[config.mk]
export PLATFORM = sky130hd
export DESIGN_NAME = imm_gen_pipe
export DESIGN_NICKNAME = d
export VERILOG_FILES = /design/src/rtl/imm_gen_pipe.sv
export SDC_FILE = /design/constraint.sdc
export NUM_CORES = 1
export LEC_CHECK = 0
export BUFFER_PORTS_ARGS = -buffer_cell sky130_fd_sc_hd__buf_2
export CORE_MARGIN = 3
export CORE_UTILIZATION = 53
export CTS_CLUSTER_DIAMETER = 200
export CTS_CLUSTER_SIZE = 20
export DETAILED_ROUTE_END_ITERATION = 8
export GPL_ROUTABILITY_DRIVEN = 0
export PLACE_DENSITY = 0.74
export SYNTH_ARGS = -nofsm -noshare
export SYNTH_HDL_FRONTEND = slang
export SYNTH_SLANG_ARGS = --single-unit
[constraint.sdc]
create_clock -name clk_i -period 2.35 [get_ports clk_i]
set_input_delay 0.5875 -clock clk_i [delete_from_list [all_inputs] [get_ports clk_i]]
set_output_delay 0.5875 -clock clk_i [all_outputs]
set_load 0.005 [all_outputs]
[src/rtl/imm_gen_pipe.sv]
// Pipelined RV32I/RV64I immediate generator. Decodes every immediate format
// and queues the result with a caller tag in a 2-entry skid FIFO.
module imm_gen_pipe #(
    parameter int XLEN  = 32,
    parameter int TAG_W = 32
) (
    input  logic             clk_i,
    input  logic             rst_n_i,
    input  logic             flush_i,
    input  logic             in_valid_i,
    output logic             in_ready_o,
    input  logic [31:0]      instr_i,
    input  logic [TAG_W-1:0] tag_i,
    output logic             out_valid_o,
    input  logic             out_ready_i,
    output logic [XLEN-1:0]  imm_o,
    output logic [2:0]       fmt_o,
    output logic             illegal_o,
    output logic [TAG_W-1:0] tag_o
);

    typedef enum logic [2:0] {
        FMT_NONE  = 3'd0,
        FMT_I     = 3'd1,
        FMT_S     = 3'd2,
        FMT_B     = 3'd3,
        FMT_U     = 3'd4,
        FMT_J     = 3'd5,
        FMT_SHAMT = 3'd6,
        FMT_CSRZ  = 3'd7
    } fmt_e;

    typedef struct packed {
        logic [XLEN-1:0]  imm;
        logic [2:0]       fmt;
        logic             ill;
        logic [TAG_W-1:0] tag;
    } ent_t;

    localparam bit RV64 = (XLEN == 64);

    logic [4:0]         w_opc;
    logic [2:0]         w_f3;
    logic               w_sh_f3;
    logic signed [31:0] w_val;
    fmt_e               w_fmt;
    logic               w_ill;
    ent_t               w_new;

    assign w_opc   = instr_i[6:2];
    assign w_f3    = instr_i[14:12];
    assign w_sh_f3 = (w_f3 == 3'b001) || (w_f3 == 3'b101);

    // All formats fit in 32 signed bits; zero-extended ones keep bit 31 clear,
    // so a single signed widening to XLEN covers both extension kinds.
    always_comb begin
        w_fmt = FMT_NONE;
        w_ill = 1'b0;
        w_val = '0;
        if (instr_i[1:0] != 2'b11) begin
            w_ill = 1'b1;
        end else begin
            case (w_opc)
                5'b00000, 5'b00011, 5'b11001: begin
                    w_fmt = FMT_I;
                    w_val = {{20{instr_i[31]}}, instr_i[31:20]};
                end
                5'b00100: begin
                    if (w_sh_f3) begin
                        w_fmt = FMT_SHAMT;
                        w_val = RV64 ? {26'b0, instr_i[25:20]} : {27'b0, instr_i[24:20]};
                    end else begin
                        w_fmt = FMT_I;
                        w_val = {{20{instr_i[31]}}, instr_i[31:20]};
                    end
                end
                5'b00110: begin
                    if (!RV64) begin
                        w_ill = 1'b1;
                    end else if (w_sh_f3) begin
                        w_fmt = FMT_SHAMT;
                        w_val = {27'b0, instr_i[24:20]};
                    end else begin
                        w_fmt = FMT_I;
                        w_val = {{20{instr_i[31]}}, instr_i[31:20]};
                    end
                end
                5'b01000: begin
                    w_fmt = FMT_S;
                    w_val = {{20{instr_i[31]}}, instr_i[31:25], instr_i[11:7]};
                end
                5'b11000: begin
                    w_fmt = FMT_B;
                    w_val = {{20{instr_i[31]}}, instr_i[7], instr_i[30:25],
                             instr_i[11:8], 1'b0};
                end
                5'b00101, 5'b01101: begin
                    w_fmt = FMT_U;
                    w_val = {instr_i[31:12], 12'b0};
                end
                5'b11011: begin
                    w_fmt = FMT_J;
                    w_val = {{12{instr_i[31]}}, instr_i[19:12], instr_i[20],
                             instr_i[30:21], 1'b0};
                end
                5'b11100: begin
                    if (w_f3[2]) begin
                        w_fmt = FMT_CSRZ;
                        w_val = {27'b0, instr_i[19:15]};
                    end else if (w_f3 != 3'b000) begin
                        // CSR address is unsigned
                        w_fmt = FMT_I;
                        w_val = {20'b0, instr_i[31:20]};
                    end
                end
                5'b01100: ;
                5'b01110: w_ill = !RV64;
                default:  w_ill = 1'b1;
            endcase
        end
    end

    assign w_new.imm = XLEN'(w_val);
    assign w_new.fmt = w_fmt;
    assign w_new.ill = w_ill;
    assign w_new.tag = tag_i;

    logic [1:0] r_count;
    ent_t       r_head;
    ent_t       r_tail;
    logic       w_push;
    logic       w_pop;

    assign in_ready_o  = (r_count != 2'd2);
    assign out_valid_o = (r_count != 2'd0);
    assign w_push      = in_valid_i & in_ready_o;
    assign w_pop       = out_valid_o & out_ready_i;

    // Two-register skid: head always feeds the outputs, tail only holds the
    // second entry while the consumer stalls.
    always_ff @(posedge clk_i or negedge rst_n_i) begin
        if (!rst_n_i) begin
            r_count <= 2'd0;
            r_head  <= '0;
            r_tail  <= '0;
        end else if (flush_i) begin
            r_count <= 2'd0;
        end else begin
            case ({w_push, w_pop})
                2'b10: begin
                    if (r_count == 2'd0) r_head <= w_new;
                    else                 r_tail <= w_new;
                    r_count <= r_count + 2'd1;
                end
                2'b01: begin
                    r_head  <= r_tail;
                    r_count <= r_count - 2'd1;
                end
                2'b11:   r_head <= w_new;
                default: ;
            endcase
        end
    end

    assign imm_o     = r_head.imm;
    assign fmt_o     = r_head.fmt;
    assign illegal_o = r_head.ill;
    assign tag_o     = r_head.tag;

endmodule
==> out/results.ini, run 1 <==
[timing]
timing.final.crit_share = 0.846
slew_violations = 0
fin_skew_ns = 0.00703
timing.final.ws_setup_ns = 0.362
hold_violations = 0
max_clock_freq_mhz = 503
worstMarginPinSlew_ns = 0.830
layout_min_cycle_time_ns = 1.99
setup_viol = 0
slew_headroom = 0.443
rsz0062_at_grt = no

[placement]
placedInstanceArea_mm2 = 0.00726
dp_hpwl_um = 11600
io_buffers = 138
dp_slack_ns = -0.0569

[routing]
wl_met3_um = 1430
wl_um = 17500
via_count = 5952
top_layer = met4
ant_nets = 0
drt_first_pass_iters = 5
m1WireLength_um = 7150
viasPerCell = 5.88
drtIter0Drc = 567
wl_met2_um = 8390
wire_per_inst_um = 17.3
drc = 0

[cts]
ctsHtreeMaxLevel = 4
cts_hold_buf = 0
tritoncts = yes
post_cts_buffers = 0
clk_latency_ns = 0.42
cts_resized = 0
cts_max_path_buffers = 2
cts_buffers = 17
cts.clk_slew.worst_paths_ns = 0.05
root_buffer = clkbuf_16
cts.sinks = 138

[power]
ir_drop_mv = 0.677
p_int_uw = 5140
pwr-share-comb = 0.165
power.density_mw_per_mm2 = 884
pwr-share-seq = 0.425
finalPower_uw = 6990
p_leak_uw = 0.00379
p_sw_uw = 1860
p_clk_frac = 0.410
switching_share = 0.265

[setup_path]
crit_required_ns = 2.61
end_kind = register
start_kind = input port
critical_path_class = input port to register
path_max_fanout = 15
cp.arrival_ns = 2.24

[grt]
antenna_found_initial = 0
grt_pass1_wl_um = 27800
overflow = 0
grt_max_degree = 73
grt.total_usage = 0.266
grt_pass1_vias = 5662

[logic_synthesis]
synth_seq_cells = 138
synth_area_leaders = dfrtp_1 54%, nand2_1 13%, nor2_1 3.8%
synthFlopType = dfrtp_1
synth_largest_area_cell = dfrtp_1
syn_area_per_cell_um2 = 8.73
yosysSeqAreaShare = 0.540
syn_inst = 732
synth_edf_count = 0
ys_warn_count = 0
synth-async-reset-ratio = 1.00
synth_fp_nets = 801
netlist_area_mm2 = 0.00639
synth_top_cell_area_share = 0.540
synth_cell_type_count = 51

[status]
status = finished clean

[cells_and_area]
layout-drive-gt1-share = 0.244
fill_cells = 933
fin_nets = 924
syn2layout_area_growth_pct = 23.8
regArea_mm2 = 0.00345
multi_input_comb_area_mm2 = 0.00267
finalInstanceArea_mm2 = 0.00791

[floorplanning]
start_util = 0.550
rows = 39
dieArea_mm2 = 0.0134
die_y_um = 116
die-width_um = 116
io_pins = 139
core_mm2 = 0.0116

[run]
drv_cap = 0

[worst_hold_path]
hp-class = input port to async pin

==> synthesized netlist by cell type (2+ instances only) <==
cell	count
nand2_1	213
nor2_1	64
o21ai_1	36
o22ai_1	27
and3b_1	3
inv_1	6
and3_1	14
or2_1	2
buf_4	2
a21oi_2	8
clkbuf_1	26
nand2b_1	3
nand3_1	11
a21oi_1	39
o21ai_0	21
nor3_1	5
o211ai_1	3
nand4_1	3
a31oi_1	33
dfrtp_1	138
nor3b_1	2
a22oi_1	13
buf_2	25
nor2b_1	3
a222oi_1	4
or3_1	2
or3b_1	2
==> through the flow <==
step           std cells  hold slack (ns)  utilization  setup TNS, ns
2_1_floorplan        732            0.292            -              0
3_3_place_gp         979            0.454        0.625              0
3_5_place_dp         979            0.462        0.625        -0.0985
4_1_cts             1011            0.134        0.681              0
5_1_grt             1011            0.151        0.681              0
6_report            1012            0.122        0.681              0
==> layer usage <==
layer	global-route usage	up-vias
li1	-	2765
met1	0.347	2845
met2	0.415	290
met3	0.0721	52
met4	0.124	0
met5	0	-
==> cells in the final DEF, fill, tap and decap left out, types with 17 or more instances in the layout <==
master / netlist / final
o22ai_1: 27 / 27
o21ai_0: 21 / 21
nand2_1: 213 / 213
nor2_1: 64 / 64
clkbuf_16: 0 / 17
a21oi_1: 39 / 39
o21ai_1: 36 / 36
dfrtp_1: 138 / 138
buf_2: 25 / 137
a31oi_1: 33 / 33
==> critical path: stages <==
cell and delay [ns]:
buf_2 0.23, or2b_1 0.27, a21oi_1 0.16, o31ai_1 0.10
o21ai_1 0.68, o21ai_0 0.21
==> flip-flops by register name, indices dropped and copies added, names as in the netlist <==
name	flops
r_count	2
fmt_o	3
tag_o	32
illegal_o	1
imm_o	32
r_tail	68
==> final timing paths <==
kind                                        start                endpoint  slack [ns]  depth (start not counted)
hold / removal                            rst_n_i  r_count[1]$_DFFE_PN0P_        0.12                          1
max in group asynchronous                 rst_n_i  r_tail[61]$_DFFE_PN0P_        1.58                          2
min in group clk_i                      tag_i[28]  r_tail[28]$_DFFE_PN0P_        0.38                          3
setup / recovery                       instr_i[3]    imm_o[6]$_DFFE_PN0P_        0.36                          6
setup reg to reg           r_count[1]$_DFFE_PN0P_   imm_o[13]$_DFFE_PN0P_        0.44                          5
hold reg to reg             r_tail[3]$_DFFE_PN0P_   r_tail[3]$_DFFE_PN0P_        0.48                          2
==> power by group through the flow <==
stage	combinational (uW)	clock (uW)	sequential [uW]
2_1_floorplan	595	0	2990
3_3_place_gp	1110	0	2990
3_5_place_dp	1150	0	3000
4_1_cts	1160	2900	2970
5_1_grt	1300	3020	3010
6_report	1160	2870	2970
==> cells by family after synthesis <==
logic type / Yosys count / synth area share
buffers and inverters: 62 / 0.0438
AND/OR/NAND/NOR: 332 / 0.217
multiplexers: 1 / 0.00157
AO/OA/AOI/OAI: 198 / 0.196
XOR/XNOR: 1 / 0.00137
flip-flops: 138 / 0.540
==> layout make-up <==
class / count / area share
flip-flops and latches: 138 / 0.436
multi-input cells: 532 / 0.338
repair buffers: 160 / 0.118
clock buffers: 21 / 0.0607
well taps: 143 / 0.0226
clock inverters: 11 / 0.0210
inverters: 6 / 0.00285
diodes: 1 / 0.000316
No activity file was read; power rests on OpenSTA's default activity.
==> run 2: changes to the inputs <==
--- a/config.mk
+++ b/config.mk
@@ -7,12 +7,12 @@
 export LEC_CHECK = 0
 export BUFFER_PORTS_ARGS = -buffer_cell sky130_fd_sc_hd__buf_2
 export CORE_MARGIN = 3
-export CORE_UTILIZATION = 53
+export CORE_UTILIZATION = 49
 export CTS_CLUSTER_DIAMETER = 200
 export CTS_CLUSTER_SIZE = 20
 export DETAILED_ROUTE_END_ITERATION = 8
 export GPL_ROUTABILITY_DRIVEN = 0
-export PLACE_DENSITY = 0.74
+export PLACE_DENSITY = 0.72
 export SYNTH_ARGS = -nofsm -noshare
 export SYNTH_HDL_FRONTEND = slang
 export SYNTH_SLANG_ARGS = --single-unit
==> constraint.sdc (replaced) <==
create_clock -name clk_i -period 1.7 [get_ports clk_i]
set_input_delay 0.425 -clock clk_i [delete_from_list [all_inputs] [get_ports clk_i]]
set_output_delay 0.425 -clock clk_i [all_outputs]
set_load 0.005 [all_outputs]
==> out/results.ini, run 2 (synthesis gave the netlist of run 1 again) <==
[status]
status = complete, but fails checks
violations = setup timing

[power]
p_leak_uw = 0.00411  ; +8.5%
ir_drop_mv = 0.756  ; +12%
finalPower_uw = 9820  ; +40%
power.density_mw_per_mm2 = 1140  ; +29%

[floorplanning]
die_y_um = 120  ; +3.8%
io_pins = 139  ; unchanged
dieArea_mm2 = 0.0145  ; +7.7%
core_mm2 = 0.0127  ; +9.1%
start_util = 0.504  ; -0.0459
rows = 41  ; +5.1%
die-width_um = 120  ; +3.8%

[timing]
timing.final.crit_share = 1.05
rsz0062_at_grt = yes
setup_viol = 40  ; +40
worstMarginPinSlew_ns = 0.547  ; -0.283 ns
max_clock_freq_mhz = 561
fin_skew_ns = 0.0100  ; +0.00298 ns
slew_headroom = 0.635  ; +0.192
timing.final.ws_setup_ns = -0.0829  ; -0.445 ns
layout_min_cycle_time_ns = 1.78
hold_ws_ns = 0.214  ; +0.0921 ns
slew_violations = 0  ; unchanged
hold_violations = 0  ; unchanged

[routing]
viasPerCell = 5.64  ; -4.1%
wl_um = 18600  ; +6.1%
drtIter0Drc = 646  ; +14%
ant_nets = 0  ; unchanged
drc = 0  ; unchanged
wire_per_inst_um = 17.0  ; -1.6%
via_count = 6154  ; +3.4%
drt_first_pass_iters = 6  ; +1

[cts]
cts.sinks = 138  ; unchanged
root_buffer = clkbuf_16
cts.clk_slew.worst_paths_ns = 0.06  ; about the same
cts_buffers = 17  ; unchanged
clk_latency_ns = 0.42  ; about the same
ctsHtreeMaxLevel = 4  ; unchanged
tritoncts = yes
cts_max_path_buffers = 2  ; unchanged

[setup_path]
slowest_delay_ns = 0.43  ; -0.25 ns
crit_chain = buf_6, or2_4, buf_6
r2r_end = tag_o[31]$_DFFE_PN0P_
path_max_fanout = 4  ; -11
critical_path_class = register to primary output
r2r_start = r_count[0]$_DFFE_PN0P_
crit_top_cell = buf_6
cp_slowest_cell = dfrtp_1
cp.arrival_ns = 1.36  ; -0.88 ns
crit_required_ns = 1.27  ; -1.34 ns
crit_buf_inv = 2  ; +1
start_kind = register
r2r_slack_ns = -0.05  ; -0.49 ns
end_kind = primary output
r2r_cells = 7  ; +2
cpLargestDelayFamily = flip-flops

[cells_and_area]
antenna_cells = 0  ; -1
fin_nets = 975  ; +5.5%
layout-drive-gt1-share = 0.303  ; +0.0583
largest-register = r_tail
largest_reg_flops = 68  ; unchanged
mostFrequentLayoutCell = nand2_1
syn2layout_area_growth_pct = 34.6
final_cells = 1091  ; +7.8%
final_core_util = 0.679  ; -0.00244
final_cell_mix = 212 x nand2_1, 138 x dfrtp_1, 136 x buf_2

[placement]
dp_slack_ns = -0.437  ; -0.380 ns
io_buffers = 138  ; unchanged
dp.cells = 1048  ; +7.0%
dp_hpwl_um = 12300  ; +6.0%

[grt]
overflow = 0  ; unchanged
grt_max_degree = 49  ; -33%
grt_pass1_wl_um = 30200  ; +8.7%
grt_pass1_vias = 6028  ; +6.5%
grt.total_usage = 0.262  ; -0.00427
antenna_found_initial = 0  ; unchanged

[worst_hold_path]
hp-class = input port to register
hold_depth = 3
holdPathEnd = r_tail[23]$_DFFE_PN0P_
min-delay-start = tag_i[23]

[run]
drv_cap = 0  ; unchanged

[run 2: cell types whose count changed in the layout (fill, tap and decap cells not counted), moves of 3 or more]
cell | before | now
buf_12 | 6 | 17
o22ai_2 | 0 | 8
buf_4 | 16 | 49
o22ai_1 | 27 | 19
and3_4 | 0 | 3
o21ai_0 | 21 | 14
buf_6 | 1 | 6
o21ai_1 | 36 | 41
[run 2: tightest hold or removal path, stage by stage]
cell and delay (ns):
buf_2 0.09, nand2_1 0.04, nand2_1 0.05
[run 2: final cells by class]
class	instances	area [um^2]
fillers	1025	4070
repair buffers	211	1510
clock inverters	9	134
well taps	172	215
flip-flops and latches	138	3450
inverters	6	22.5
clock buffers	23	488
multi-input cells	532	2780
[run 2: worst max path at each step]
| stage | from | endpoint | slack, ns | depth (start not counted) |
|---|---|---|---|---|
| after floorplan | instr_i[6] | imm_o[11]$_DFFE_PN0P_ | -0.004 | 6 |
| after global placement | instr_i[4] | r_tail[39]$_DFFE_PN0P_ | -0.36 | 7 |
| after detailed placement | instr_i[4] | imm_o[3]$_DFFE_PN0P_ | -0.44 | 7 |
| after CTS | r_count[1]$_DFFE_PN0P_ | fmt_o[0]$_DFFE_PN0P_ | -0.02 | 8 |
| after global routing | r_count[0]$_DFFE_PN0P_ | out_valid_o | -0.11 | 3 |
| final | r_count[0]$_DFFE_PN0P_ | out_valid_o | -0.08 | 3 |
[run 2: what timing repair did]
action / 4_1_cts / 5_1_grt
hold buffers: 1 / 0
buffers inserted: 6 / 5
pin swaps: 5 / 5
endpoints found under the hold margin: 28 / 0
gates cloned: 1 / 0
gates resized for setup: 11 / 27
endpoints found under the setup margin: 67 / 137
[run 2: stage by stage]
stage	area, um^2	TNS (ns)
CTS	8480	-0.0703
detailed placement	7720	-21.11
finish	8600	-1.14
global route	8600	-4.72
global placement	7720	-15.18
floorplan	6390	-0.00407
[run 2: per-layer routing]
layer  vias up  global-route usage  routed length [um]
li1       2886                   -                   -
met1      2995               0.351                7700
met2       248               0.428                9090
met3        25              0.0566                1540
met4         0              0.0836                 269
met5         -                   0                   0
[run 2: where the power goes]
group	leakage (uW)	internal (uW)	switching [uW]
Sequential	0.00174	3810	301
Clock	0.000304	2470	1410
Combinational	0.00207	859	971
